--- config.mk ---
export PLATFORM = sky130hd
export DESIGN_NAME = ho_frame_loader
export DESIGN_NICKNAME = d
export VERILOG_FILES = /design/src/rtl/ho_pkg.sv /design/src/rtl/ho_word_packer.sv /design/src/rtl/ho_frame_loader.sv
export SDC_FILE = /design/constraint.sdc
export NUM_CORES = 1
export LEC_CHECK = 0
export ABC_AREA = 0
export ABC_CLOCK_PERIOD_IN_PS = 21900
export CORE_MARGIN = 4
export CORE_UTILIZATION = 50
export DETAILED_ROUTE_END_ITERATION = 6
export GPL_TIMING_DRIVEN = 0
export MAX_ROUTING_LAYER = met4
export PLACE_DENSITY_LB_ADDON = 0.05
export SLEW_MARGIN = 0
export SYNTH_ARGS = -nofsm -noshare
export SYNTH_HDL_FRONTEND = slang
export SYNTH_HIERARCHICAL = 1
export SYNTH_SLANG_ARGS = --single-unit
--- constraint.sdc ---
create_clock -name CLK -period 21.9 [get_ports CLK]
set_input_delay 4.38 -clock CLK [delete_from_list [all_inputs] [get_ports CLK]]
set_output_delay 4.38 -clock CLK [all_outputs]
set_load 0.01 [all_outputs]
--- src/rtl/ho_pkg.sv ---
// Shared definitions for the HO_main frame loader.
// State encoding, error codes and frame geometry.
package ho_pkg;

    localparam int FRAME_W = 128;
    localparam int WORDS   = 4;

    typedef logic [2:0] state_t;

    localparam state_t S_IDLE       = 3'd0;
    localparam state_t S_COLLECT    = 3'd1;
    localparam state_t S_ISSUE_KEY  = 3'd2;
    localparam state_t S_WAIT_KEY   = 3'd3;
    localparam state_t S_ISSUE_DATA = 3'd4;
    localparam state_t S_WAIT_DATA  = 3'd5;

    localparam logic [1:0] ERR_NONE  = 2'b00;
    localparam logic [1:0] ERR_TAG   = 2'b01;
    localparam logic [1:0] ERR_NOKEY = 2'b10;
    localparam logic [1:0] ERR_TMO   = 2'b11;

endpackage

--- src/rtl/ho_word_packer.sv ---
// Packs 32-bit stream words MSB-first into a 128-bit frame.
// Tracks the word count and checks every word against the frame tag.
import ho_pkg::*;

module ho_word_packer #(
    parameter int WORD_W = 32
) (
    input  logic               clk,
    input  logic               rst,
    input  logic [WORD_W-1:0]  word,
    input  logic               tag,
    input  logic               take,
    output logic [FRAME_W-1:0] frame,
    output logic               frame_tag,
    output logic               tag_err,
    output logic               last
);

    localparam int SH_W = FRAME_W - WORD_W;

    logic [SH_W-1:0] shreg;
    logic [1:0]      cnt;
    logic            ftag;

    // A mismatching word is only possible once a frame tag is latched
    assign tag_err   = take && (cnt != 2'd0) && (tag != ftag);
    assign last      = take && (cnt == 2'(WORDS - 1)) && !tag_err;
    assign frame     = {shreg, word};
    assign frame_tag = ftag;

    // Shift register, word counter and frame tag; a bad word drops the frame
    always_ff @(posedge clk or posedge rst) begin
        if (rst) begin
            shreg <= '0;
            cnt   <= 2'd0;
            ftag  <= 1'b0;
        end else if (take) begin
            if (tag_err) begin
                cnt <= 2'd0;
            end else begin
                shreg <= frame[SH_W-1:0];
                cnt   <= cnt + 2'd1;
                if (cnt == 2'd0) begin
                    ftag <= tag;
                end
            end
        end
    end

endmodule

--- src/rtl/ho_frame_loader.sv ---
// Input stage of the obfuscated AES core: frames the word stream,
// sequences key before data, hands frames to the core and reports errors.
import ho_pkg::*;

module ho_frame_loader #(
    parameter int WORD_W  = 32,
    parameter int TIMEOUT = 255
) (
    input  logic               CLK,
    input  logic               RST,
    input  logic [WORD_W-1:0]  s_data,
    input  logic               s_tag,
    input  logic               s_valid,
    output logic               s_ready,
    output logic [FRAME_W-1:0] Kin,
    output logic [FRAME_W-1:0] Din,
    output logic               Krdy,
    output logic               Drdy,
    input  logic               Kvld,
    input  logic               Dvld,
    input  logic               BSY,
    output logic               key_loaded,
    output logic               err,
    output logic [1:0]         err_code
);

    localparam logic [7:0] TMO_LIMIT = 8'(TIMEOUT);

    state_t state;
    state_t nstate;

    logic               take;
    logic [FRAME_W-1:0] frame;
    logic               frame_tag;
    logic               tag_err;
    logic               last;

    logic [7:0] tmo_cnt;
    logic [7:0] tmo_next;
    logic       tmo_hit;

    logic       rdy_d;
    logic       krdy_d;
    logic       drdy_d;
    logic       err_d;
    logic [1:0] code_d;
    logic       load_k;
    logic       load_d;
    logic       kl_set;
    logic       kl_clr;
    logic       tmo_clr;
    logic       tmo_inc;

    assign take = s_valid & s_ready;

    ho_word_packer #(
        .WORD_W (WORD_W)
    ) u_packer (
        .clk       (CLK),
        .rst       (RST),
        .word      (s_data),
        .tag       (s_tag),
        .take      (take),
        .frame     (frame),
        .frame_tag (frame_tag),
        .tag_err   (tag_err),
        .last      (last)
    );

    // Wait counter saturates so it can never wrap back below the limit
    assign tmo_next = (tmo_cnt == 8'hFF) ? tmo_cnt : tmo_cnt + 8'd1;
    assign tmo_hit  = (tmo_next == TMO_LIMIT);

    // State register
    always_ff @(posedge CLK or posedge RST) begin
        if (RST) begin
            state <= S_IDLE;
        end else begin
            state <= nstate;
        end
    end

    // Next-state logic
    always_comb begin
        nstate = state;
        case (state)
            S_IDLE: begin
                if (take) begin
                    nstate = S_COLLECT;
                end
            end
            S_COLLECT: begin
                if (tag_err) begin
                    nstate = S_IDLE;
                end else if (last) begin
                    if (!frame_tag) begin
                        nstate = S_ISSUE_KEY;
                    end else if (key_loaded) begin
                        nstate = S_ISSUE_DATA;
                    end else begin
                        nstate = S_IDLE;
                    end
                end
            end
            S_ISSUE_KEY: begin
                if (!BSY) begin
                    nstate = S_WAIT_KEY;
                end
            end
            S_ISSUE_DATA: begin
                if (!BSY) begin
                    nstate = S_WAIT_DATA;
                end
            end
            S_WAIT_KEY: begin
                if (Kvld || tmo_hit) begin
                    nstate = S_IDLE;
                end
            end
            S_WAIT_DATA: begin
                if (Dvld || tmo_hit) begin
                    nstate = S_IDLE;
                end
            end
            default: nstate = S_IDLE;
        endcase
    end

    // Output decode: next values for the registered outputs
    always_comb begin
        rdy_d   = (nstate == S_IDLE) || (nstate == S_COLLECT);
        krdy_d  = 1'b0;
        drdy_d  = 1'b0;
        err_d   = 1'b0;
        code_d  = ERR_NONE;
        load_k  = 1'b0;
        load_d  = 1'b0;
        kl_set  = 1'b0;
        kl_clr  = 1'b0;
        tmo_clr = 1'b0;
        tmo_inc = 1'b0;
        case (state)
            S_COLLECT: begin
                if (tag_err) begin
                    err_d  = 1'b1;
                    code_d = ERR_TAG;
                end else if (last) begin
                    if (!frame_tag) begin
                        load_k = 1'b1;
                    end else if (key_loaded) begin
                        load_d = 1'b1;
                    end else begin
                        err_d  = 1'b1;
                        code_d = ERR_NOKEY;
                    end
                end
            end
            S_ISSUE_KEY: begin
                if (!BSY) begin
                    krdy_d  = 1'b1;
                    kl_clr  = 1'b1;
                    tmo_clr = 1'b1;
                end
            end
            S_ISSUE_DATA: begin
                if (!BSY) begin
                    drdy_d  = 1'b1;
                    tmo_clr = 1'b1;
                end
            end
            S_WAIT_KEY: begin
                if (Kvld) begin
                    kl_set = 1'b1;
                end else begin
                    tmo_inc = 1'b1;
                    if (tmo_hit) begin
                        err_d  = 1'b1;
                        code_d = ERR_TMO;
                        kl_clr = 1'b1;
                    end
                end
            end
            S_WAIT_DATA: begin
                if (!Dvld) begin
                    tmo_inc = 1'b1;
                    if (tmo_hit) begin
                        err_d  = 1'b1;
                        code_d = ERR_TMO;
                    end
                end
            end
            default: ;
        endcase
    end

    // Output and datapath registers
    always_ff @(posedge CLK or posedge RST) begin
        if (RST) begin
            s_ready    <= 1'b0;
            Kin        <= '0;
            Din        <= '0;
            Krdy       <= 1'b0;
            Drdy       <= 1'b0;
            key_loaded <= 1'b0;
            err        <= 1'b0;
            err_code   <= ERR_NONE;
            tmo_cnt    <= 8'd0;
        end else begin
            s_ready <= rdy_d;
            Krdy    <= krdy_d;
            Drdy    <= drdy_d;
            err     <= err_d;
            if (err_d) begin
                err_code <= code_d;
            end
            if (load_k) begin
                Kin <= frame;
            end
            if (load_d) begin
                Din <= frame;
            end
            if (kl_set) begin
                key_loaded <= 1'b1;
            end else if (kl_clr) begin
                key_loaded <= 1'b0;
            end
            if (tmo_clr) begin
                tmo_cnt <= 8'd0;
            end else if (tmo_inc) begin
                tmo_cnt <= tmo_next;
            end
        end
    end

endmodule
==> results.yml <==
worst_hold_path:
  min-delay-start: "Din[97]"
  min_path_type: "flop to flop"
  hold_depth: 1
power:
  p_leak_nw: 9.07
  p_switching_uw: 821
  seqPwrFrac_pct: 42.2
  power_mw: 2.77
  power_frac_clock_pct: 23.3
  switching_share_pct: 29.6
  pwr-share-comb_pct: 34.5
  irDropWorstVdd_mv: 0.0747
  intPower_mw: 1.95
  p_per_area_nw_per_um2: 142
synthesis:
  netlist_area_um2: 14600
  yosys-top-cells-area: "dfrtp_1 64%, mux2_2 17%, mux2_1 9.9%, buf_4 1.8%, buf_6 1.2%"
  yosys.area.top_type: "dfrtp_1"
  seq_area_frac_synth_pct: 63.9
  yosysUniqueCellTypes: 49
  syn_area_per_cell_um2: 15.8
  post-synth-top-count-cell: "dfrtp_1"
  synth-edff-count: 0
  synthesis.nets: 964
  ys_seq_elements: 373
  synth-async-reset-ratio_pct: 100
  yosysWarnings: 6
  syn_inst: 922
  yosys.area.top_type_share_pct: 63.9
  synthTopCellsByCount: "373 x dfrtp_1, 226 x mux2_2, 128 x mux2_1"
  synthFlopType: "dfrtp_1"
routing:
  vias: 8682
  drt-pass1-iter-count: 4
  wirelength_um: 34500
  route.antenna.remaining_nets: 0
  drtIter0Drc: 337
  drc: 0
  wire_per_inst_um: 20.6
  viasPerCell: 5.17
setup_path:
  critPathArrivalTime_ns: 7.69
  cp_max_fo: 10
  start_kind: "input pin"
  rr_worst_depth: 11
  cp.required_ns: 22.29
  critPathCaptureType: "flop"
  critPathLaunch: "s_tag"
  regToRegStartpoint: "u_packer/cnt[0]"
  crit_type: "input pin to flop"
cells_and_area:
  multiInputGateArea_um2: 4660
  regArea_um2: 9330
  area_growth_pct: 33.1
  drive_gt1_share_pct: 28.8
  antennaDiodeCount: 0
  nets: 1309
  fill_cells: 2110
global_routing:
  grt_overflow_total: 0
  grt_usage_pct: 22.4
  use_met1_pct: 28.3
  antenna_found_initial: 0
  grt_pass1_wl_um: 53800
  grt_max_degree: 116
  gr-max-usage-layer: "met2"
  grt_util_met2_pct: 36.1
  grt_pass1_vias: 9134
  grtUsageMet3_pct: 6.71
sta:
  worst_pin_slew_ns: 0.705
  rsz0062_at_grt: "false"
  setup_violations: 0
  period_needed_ns: 7.31
  fmax_ghz: 0.137
  fin_crit_sh_pct: 33.4
  setup_slack_ns: 14.59
  worst_hold_slack_ns: 0.481
  hold_viol_final: 0
  setup_tns_ns: 0
  drv_slew: 0
  skew_ns: 0.00954
  slew_headroom_pct: 53.0
cts:
  cts_sinks: 373
  hold_buffers: 0
  cts_htree_levels: 2
  cts_root_buf: "clkbuf_16"
  numCtsBuffers: 39
  clk_pin_slew_ns: 0.06
  clk_latency_ns: 0.51
  tritoncts: "yes"
  clock_path_buffers: 3
  post_cts_buffers: 0
  cts_resized: 0
floorplanning:
  ioPinCount: 302
  rows: 62
  die_h_um: 179
  initial_core_util_pct: 50.8
  die_w_um: 179
  die-area_um2: 32000
  core-area_um2: 28800
place:
  preCtsSetupSlack_ns: 13.96
  hpwl_um: 24400
  gp_congestion: 0.874
  io_buffers: 301
run:
  max-cap-violations: 0
status:
  status: "finished, final reports clean"
-- path summary, 6_finish.rpt --
check	to	slack [ns]
worst max-delay path	Kin[52]	14.59
min in group asynchronous	Kin[10]	4.36
worst min register to register	Din[97]	0.48
worst min-delay path	Din[97]	0.48
worst max register to register	Kin[52]	18.41
max in group asynchronous	Kin[90]	16.10
-- routing by layer --
metal | vias up | part of all wire, % | wire (um)
met1 | 4463 | 42 | 14400
met2 | 230 | 49 | 16800
met5 | - | 0 | 0
met3 | 49 | 7.8 | 2680
li1 | 3940 | - | -
met4 | 0 | 2.0 | 684
-- stage by stage --
| stage | cell area [um^2] | util [%] | instances |
|---|---|---|---|
| 3_5_place_dp | 18200 | 63.2 | 1610 |
| 4_1_cts | 19400 | 67.6 | 1678 |
| 5_1_grt | 19400 | 67.6 | 1678 |
| 2_1_floorplan | 14600 | - | 922 |
| 3_3_place_gp | 18100 | 62.9 | 1607 |
| 6_report | 19400 | 67.6 | 1678 |
-- placed cells by master (no fill, tap or decap), types with 7 or more instances in the layout --
master             n
dfrtp_1          373
clkinv_2           9
buf_6             15
clkdlybuf4s50_1  301
clkbuf_1          12
inv_1              7
buf_2             25
buf_4             35
mux2_1           128
nor2_1             9
mux2_2           226
nand2_1           16
clkbuf_16         39
a21oi_1           10
-- critical path, stage by stage --
cell,delay [ns]
clkdlybuf4s50_1,0.44
xnor2_1,0.16
o21ai_2,0.45
buf_4,0.35
buf_6,0.20
nor2_1,0.09
nor2b_1,0.15
nand2_1,0.09
clkbuf_1,0.53
buf_2,0.45
mux2_2,0.38
-- sequential cells by signal, summed over array words and instances (netlist names) --
register            cells
Krdy                    1
Din                   128
u_packer/cnt            2
state                   3
s_ready                 1
u_packer/frame_tag      1
key_loaded              1
Kin                   128
u_packer/shreg         96
err_code                2
err                     1
Drdy                    1
tmo_cnt                 8
-- cell families after synthesis --
kind of cell	count (synthesis)	synth area share (%)
AO/OA/AOI/OAI	41	1.90
XOR/XNOR	1	0.0600
adder cells (fa/ha/maj)	3	0.257
buffers and inverters	89	4.19
flip-flops	373	63.9
multiplexers	358	27.6
AND/OR/NAND/NOR	57	2.15
-- power groups by stage --
stage / logic, mW / clock network [mW] / registers, mW
2_1_floorplan: 0.364 / 0 / 1.23
3_3_place_gp: 0.950 / 0 / 1.17
3_5_place_dp: 0.968 / 0 / 1.18
4_1_cts: 0.974 / 0.662 / 1.17
5_1_grt: 1.03 / 0.690 / 1.21
6_report: 0.956 / 0.646 / 1.17
-- cell type report --
cell class | count | share of cell area [%]
sequential | 373 | 48.0
clock inverter | 14 | 0.798
buffer | 80 | 2.97
timing repair buffer | 304 | 15.9
tap | 384 | 2.47
clock buffer | 54 | 5.62
multi-input combinational | 460 | 24.0
inverter | 9 | 0.225
No activity file was read; power rests on OpenSTA's default activity.
